===== config.mk =====
export PLATFORM = sky130hd
export DESIGN_NAME = alex_spi_tx
export DESIGN_NICKNAME = d
export VERILOG_FILES = /design/src/rtl/alex_spi_tx.sv
export SDC_FILE = /design/constraint.sdc
export NUM_CORES = 1
export LEC_CHECK = 0
export CORE_MARGIN = 2
export CORE_UTILIZATION = 50
export CTS_CLUSTER_SIZE = 28
export DETAILED_ROUTE_END_ITERATION = 7
export PLACE_DENSITY = 0.71
export SETUP_SLACK_MARGIN = 0.05
export SYNTH_ARGS = -nofsm -noshare
export SYNTH_HDL_FRONTEND = slang
export SYNTH_SLANG_ARGS = --single-unit

===== constraint.sdc =====
create_clock -name clock -period 6.8 [get_ports clock]
set_clock_uncertainty 0.2 [all_clocks]
set_input_delay 1.36 -clock clock [delete_from_list [all_inputs] [get_ports clock]]
set_output_delay 1.36 -clock clock [all_outputs]
set_load 0.03 [all_outputs]

===== src/rtl/alex_spi_tx.sv =====
// alex_spi_tx: serialises {HPF,LPF} into a 16-bit SPI frame with latch strobe for the Alex filter board (optional ALEX_PERIODIC_REFRESH_EN resends the word every 2^24 cycles)
module alex_spi_tx #(
  parameter int CLK_DIV    = 4,
  parameter int GAP_CYCLES = 8
) (
  input  logic       clock,
  input  logic       reset_n,
  input  logic [7:0] HPF,
  input  logic [7:0] LPF,
  output logic       SPI_clock,
  output logic       SPI_data,
  output logic       SPI_load,
  output logic       busy
);
  typedef enum logic [2:0] {IDLE, SHIFT_LO, SHIFT_HI, LOAD, GAP} state_t;
  localparam logic [8:0] div_end  = 9'(CLK_DIV - 1);
  localparam logic [8:0] load_end = 9'(2 * CLK_DIV - 1);
  localparam logic [8:0] gap_end  = 9'(GAP_CYCLES - 1);
  state_t state, state_n;
  logic [8:0] cnt, cnt_n;
  logic [3:0] bit_cnt, bit_n;
  logic [15:0] shift, shift_n, last_sent, last_n;
  logic force_send, force_n, start;
  logic [15:0] word;
  assign word = {HPF, LPF};
`ifdef ALEX_PERIODIC_REFRESH_EN
  logic [23:0] refresh, refresh_n;
`endif
  // state, counters and frame bookkeeping registers
  always_ff @(posedge clock) begin
    if (!reset_n) begin
      state      <= IDLE;
      cnt        <= '0;
      bit_cnt    <= '0;
      shift      <= '0;
      last_sent  <= '0;
      force_send <= 1'b1;
`ifdef ALEX_PERIODIC_REFRESH_EN
      refresh    <= '0;
`endif
    end else begin
      state      <= state_n;
      cnt        <= cnt_n;
      bit_cnt    <= bit_n;
      shift      <= shift_n;
      last_sent  <= last_n;
      force_send <= force_n;
`ifdef ALEX_PERIODIC_REFRESH_EN
      refresh    <= refresh_n;
`endif
    end
  end
  // next-state logic: phase timing, bit shifting and change detection
  always_comb begin
    state_n = state;
    cnt_n   = cnt + 9'd1;
    bit_n   = bit_cnt;
    shift_n = shift;
    last_n  = last_sent;
    force_n = force_send;
    start   = 1'b0;
    case (state)
      IDLE: begin
        cnt_n = '0;
        if (force_send || word != last_sent) begin
          state_n = SHIFT_LO;
          shift_n = word;
          last_n  = word;
          force_n = 1'b0;
          bit_n   = '0;
          start   = 1'b1;
        end
      end
      SHIFT_LO: if (cnt == div_end) begin
        cnt_n   = '0;
        state_n = SHIFT_HI;
      end
      SHIFT_HI: if (cnt == div_end) begin
        cnt_n   = '0;
        shift_n = {shift[14:0], 1'b0};
        bit_n   = bit_cnt + 4'd1;
        state_n = bit_cnt == 4'd15 ? LOAD : SHIFT_LO;
      end
      LOAD: if (cnt == load_end) begin
        cnt_n   = '0;
        state_n = GAP;
      end
      GAP: if (cnt == gap_end) begin
        cnt_n   = '0;
        state_n = IDLE;
      end
      default: state_n = IDLE;
    endcase
`ifdef ALEX_PERIODIC_REFRESH_EN
    refresh_n = start ? '0 : refresh + 24'd1;
    if (refresh == 24'hFFFFFF && !start) force_n = 1'b1;
`endif
  end
  assign SPI_clock = state == SHIFT_HI;
  assign SPI_data  = (state == SHIFT_LO || state == SHIFT_HI) && shift[15];
  assign SPI_load  = state == LOAD;
  assign busy      = state != IDLE;
  a_clk_div: assert property (@(posedge clock) CLK_DIV != 0);
endmodule


After elaboration in Yosys (flattened, before gate mapping). Index checks and enable logic that the tools add are counted.

Register bits: 49. Bits of input ports: 18. Output and inout bits: 4.

Add/subtract/negate cells: 2. Equal/unequal tests: 13. Mux-type cells: 16. Reduce and logical (&&, ||, !) cells: 11.

Operators by type and width (count): 16-bit two-way mux (2); 16-bit one-hot mux with 2 select lines (1); 9-bit one-hot mux with 3 select lines (1); 9-bit two-way mux (2); 16-bit != test (1); 3-bit two-way mux (5); 3-bit one-hot mux with 5 select lines (1); 9-bit by 1-bit adder with 9-bit output, second input constant (1); 9-bit by 2-bit == test with 1-bit output, second input constant (1); 9-bit by 3-bit == test with 1-bit output, second input constant (1); 4-bit two-way mux (2); 4-bit one-hot mux with 2 select lines (1); 3-bit by 2-bit == test with 1-bit output, second input constant (2); 2-bit != test, second input constant (3); 5-bit AND reduction (1); 4-bit by 1-bit adder with 4-bit output, second input constant (1); 4-bit == test, second input constant (1); 2-bit by 1-bit != test with 1-bit output, second input constant (2); 2-bit OR reduction (2); 3-bit by 1-bit == test with 1-bit output, second input constant (1); 3-bit == test, second input constant (1); 3-bit zero test (1); 3-bit AND reduction (1); 3-bit nonzero test (1); 5 further kinds (6).

Logic depth before layout (Yosys ltp).
Depth in word-level cells: 4. Gate-level depth with buffers: 8. Depth with buffers taken out: 6.

Worst setup path after synthesis. No wires, ideal clock.

Kind: input-to-reg. Start point: in LPF[2]. End point: reg shift[10]. Library setup time: 0.122 ns. Arrival: 2.843 ns. Required time: 6.478 ns. Slack: 3.635 ns. Stages: 7. Buffers on the path: 2. Cells stage by stage: xor2_1 > nor4_1 > nand3_1 > o21a_1 > buf_2 > buf_2 > o311a_1.

Word-level cells in the longest chain between the ends: 4.

RTL lines: start, declared (RTL line 9) `input logic [7:0] LPF,`; 16-bit != test (RTL line 65) `if (force_send || word != last_sent) begin`; 1-bit logical OR (RTL line 65); 2-bit != test (no line); 3-bit AND reduction (no line); end signal, assigned (RTL line 45) `shift <= shift_n;`; end, declared (RTL line 22) `logic [15:0] shift, shift_n, last_sent, last_n;`.

No other way between the ends. A chain may end at the register's enable or synchronous reset.

Worst setup path after layout.
Start point: in HPF[5]. End point: reg shift[13].

Word-level cells in the longest chain between the ends: 4. Elaborated cells on any way between the ends: 6. Classes of those cells: 2 x eq/ne; 2 x mux; 2 x reduce/logical.

RTL lines: start, declared (RTL line 8) `input logic [7:0] HPF,`; 16-bit != test (RTL line 65); 1-bit logical OR (RTL line 65); 2-bit != test (no line); 3-bit AND reduction (no line).

Parallel ways exist; a longest one is shown, timed or not. The select of a mux whose other input is x is not followed.

==> impl_metrics.csv <==
group,metric,value,unit
routing,vias,1806,
routing,drc,0,
finish,n_antenna_cell,0,
yosys,syn_inst,256,
floorplanning,die_x,74.7,um
sta,worstMarginPinSlew,0.906,ns
yosys,synth_cell_types,46,
clocking,cts_tree,"yes",
placement,gp_congestion,0.714,
floorplanning,die_h,74.7,um
sta,fin_hold_ws,0.248,ns
routing,wl_per_cell,14.0,um
status,status,"completed",
global_routing,grt_pass1_vias,1704,
clocking,htree_levels,2,
floorplanning,pin_count,22,
clocking,clock-root-buffer,"clkbuf_8",
clocking,clk_pin_slew,0.08,ns
routing,ant_nets,0,
job,maxCapViolations,0,
global_routing,grt_overflow,0,
min_path,whs_path_depth,2,
critical_path,cp_max_fo,21,
critical_path,start_kind,"input port",
placement,place_inst,330,
finish,fin_util,58.9,%
critical_path,critPathRequiredTime,6.80,ns
yosys,ys_ff_latch,49,
global_routing,grt_pass1_wl,7970,um
power,leakagePower,0.00109,uW
routing,via_per_inst,5.34,
critical_path,worstPathArrival,4.13,ns
yosys,synth_nets,276,
critical_path,end_kind,"flop",
critical_path,path_cells,"clkdlybuf4s50_1 > xor2_1 > nor4_1 > nand3_1 > o21a_1 > buf_4 > o311a_1",
yosys,synth-edff-count,0,
routing,dr.pass1.iters,4,
power,ir_worst_vdd,179,uV
clocking,cts_made_buffers,5,
global_routing,antenna_found_initial,0,
critical_path,reg2reg_slack,3.85,ns
min_path,min_from,"force_send$_SDFFE_PN1P_",
placement,port_buffers,21,
floorplanning,dieArea,0.00558,mm2
yosys,synth_ff_type,"dfxtp_1",
finish,fin_nets,290,
critical_path,path_class,"input port to flop",
clocking,cts_max_path_buffers,2,
sta,grt_setup_unrepaired,"no",
sta,fin_tns_setup,0,ns
clocking,cts.sinks,49,
clocking,cts_hold_buf,0,
yosys,ys_warn_count,0,
clocking,postCtsResizedCells,0,
finish,syn2layout_area_growth,12.2,%
sta,fmax,242,MHz
placement,hpwl,3200,um
critical_path,reg2reg_to,"shift[13]$_SDFFE_PN0P_",
min_path,whs_endpoint,"force_send$_SDFFE_PN1P_",
finish,layout.cells.non_filler,338,
critical_path,reg2reg_from,"last_sent[13]$_SDFFE_PN0P_",
yosys,seq_area_frac_synth,39.3,%
power,power.density,268,mW/mm2
sta,final.period_utilization,60.8,%
routing,drt_iter0_drc,101,
power,power.total,750,uW
routing,wirelength,4740,um
min_path,hold_class,"flop to flop",
sta,finalHoldViolCount,0,
clocking,post_cts_buffers,0,
critical_path,cp_slowest_cell,"nand3_1",
floorplanning,start_util,52.5,%
finish,n_fill_cell,442,
floorplanning,rows,25,
yosys,syn_avg_cell_area,9.76,um2
global_routing,grt_usage,18.9,%
sta,drv_slew,0,
clocking,clock_latency,0.30,ns
global_routing,grt_max_degree,57,
critical_path,critPathMaxStageDelay,0.64,ns
yosys,synth_area,0.00250,mm2
floorplanning,coreArea,0.00475,mm2
sta,slew_headroom,39.6,%
critical_path,ff2ff_path_depth,6,
sta,finalSetupViolations,0,
finish,drive_above_1_share,11.4,%
sta,period_needed,4.14,ns
yosys,synthArstFlopShare,0,%
-- registers in the layout, indices dropped and copies added, names as in the netlist --
register and count:
force_send 1, cnt 9, shift 16, last_sent 16, bit_cnt 4, state 3
-- synth_stat cells, types with 2 or more instances --
library cell	n	area share [%]
or4_4	2	0.90
clkbuf_1	8	1.2
o221a_1	2	0.90
nor2b_1	2	0.50
buf_2	5	1.0
inv_1	3	0.45
mux2i_1	29	12
nand4_1	2	0.50
o211ai_2	10	5.0
ha_1	2	1.0
nor3_1	3	0.60
o21a_1	3	0.90
o211ai_1	5	1.5
nand2_1	40	6.0
xnor2_1	11	3.9
nand3_1	6	1.2
nor2_1	11	1.7
nor3b_1	2	0.60
o21ai_0	2	0.40
and2_1	2	0.50
o311a_1	15	6.0
nor4_1	2	0.50
xor2_1	14	4.9
a21boi_0	5	1.5
dfxtp_1	49	39
-- layout by cell type, fill, tap and decap left out, drive strengths merged, types with 4 or more instances in the layout --
| master | n |
|---|---|
| a21boi | 5 |
| buf | 4 |
| clkbuf | 5 |
| clkdlybuf4s50 | 20 |
| dfxtp | 49 |
| inv | 4 |
| mux2i | 29 |
| nand2 | 41 |
| nand3 | 6 |
| nor2 | 11 |
| o211ai | 15 |
| o21ai | 4 |
| o311a | 15 |
| xnor2 | 11 |
| xor2 | 14 |
-- cell families (layout without fill, tap and decap cells) --
group | Yosys count | after routing | share of synthesized area, %
adders and majority gates | 2 | 2 | 1.00
and+or+nand+nor | 83 | 83 | 17.1
DFF | 49 | 49 | 39.3
muxes | 29 | 29 | 11.6
buffers and inverters | 21 | 36 | 4.36
xor gates and xnor gates | 25 | 25 | 8.77
AOI/OAI and AO/OA | 47 | 47 | 17.8
-- worst max path at each step --
stage / startpoint / endpoint / slack, ns
after floorplan: LPF[2] / shift[10]$_SDFFE_PN0P_ / 3.64
after global placement: HPF[5] / shift[8]$_SDFFE_PN0P_ / 2.34
after detailed placement: HPF[5] / shift[12]$_SDFFE_PN0P_ / 2.33
after CTS: HPF[5] / shift[12]$_SDFFE_PN0P_ / 2.66
after global routing: HPF[5] / shift[11]$_SDFFE_PN0P_ / 2.44
final: HPF[5] / shift[13]$_SDFFE_PN0P_ / 2.66
-- worst max-delay path: cells and delay by family --
kind / cells / cell delay [ns]
AOI/OAI and AO/OA: 2 / 0.88
xor gates and xnor gates: 1 / 0.19
buffers and inverters: 2 / 0.74
and+or+nand+nor: 2 / 0.96
-- through the flow --
step	cell area (um2)	setup slack (ns)
2_1_floorplan	2500	3.64
3_3_place_gp	2720	2.34
3_5_place_dp	2720	2.33
4_1_cts	2800	2.66
5_1_grt	2800	2.44
6_report	2800	2.66
-- report_power, final --
group          switching (uW)  internal (uW)
Sequential               28.3            330
Clock                    96.9           71.1
Combinational             121            103
Total                     246            504
-- cell type report --
| cell class | instances | area (um2) | area share, % |
|---|---|---|---|
| Tap cell | 67 | 83.8 | 2.99 |
| Sequential cell | 49 | 981 | 35.0 |
| Multi-Input combinational cell | 186 | 1410 | 50.2 |
| Timing Repair Buffer | 24 | 228 | 8.13 |
| Inverter | 4 | 15.0 | 0.536 |
| Clock inverter | 3 | 17.5 | 0.625 |
| Clock buffer | 5 | 68.8 | 2.46 |
-- per-layer routing --
| metal | part of all wire [%] | track usage [%] |
|---|---|---|
| met5 | 0 | 0 |
| met4 | 1.4 | 6.55 |
| met3 | 2.6 | 4.42 |
| met2 | 45 | 28.9 |
| met1 | 51 | 26.3 |
Power figures use the tool's default switching activity.
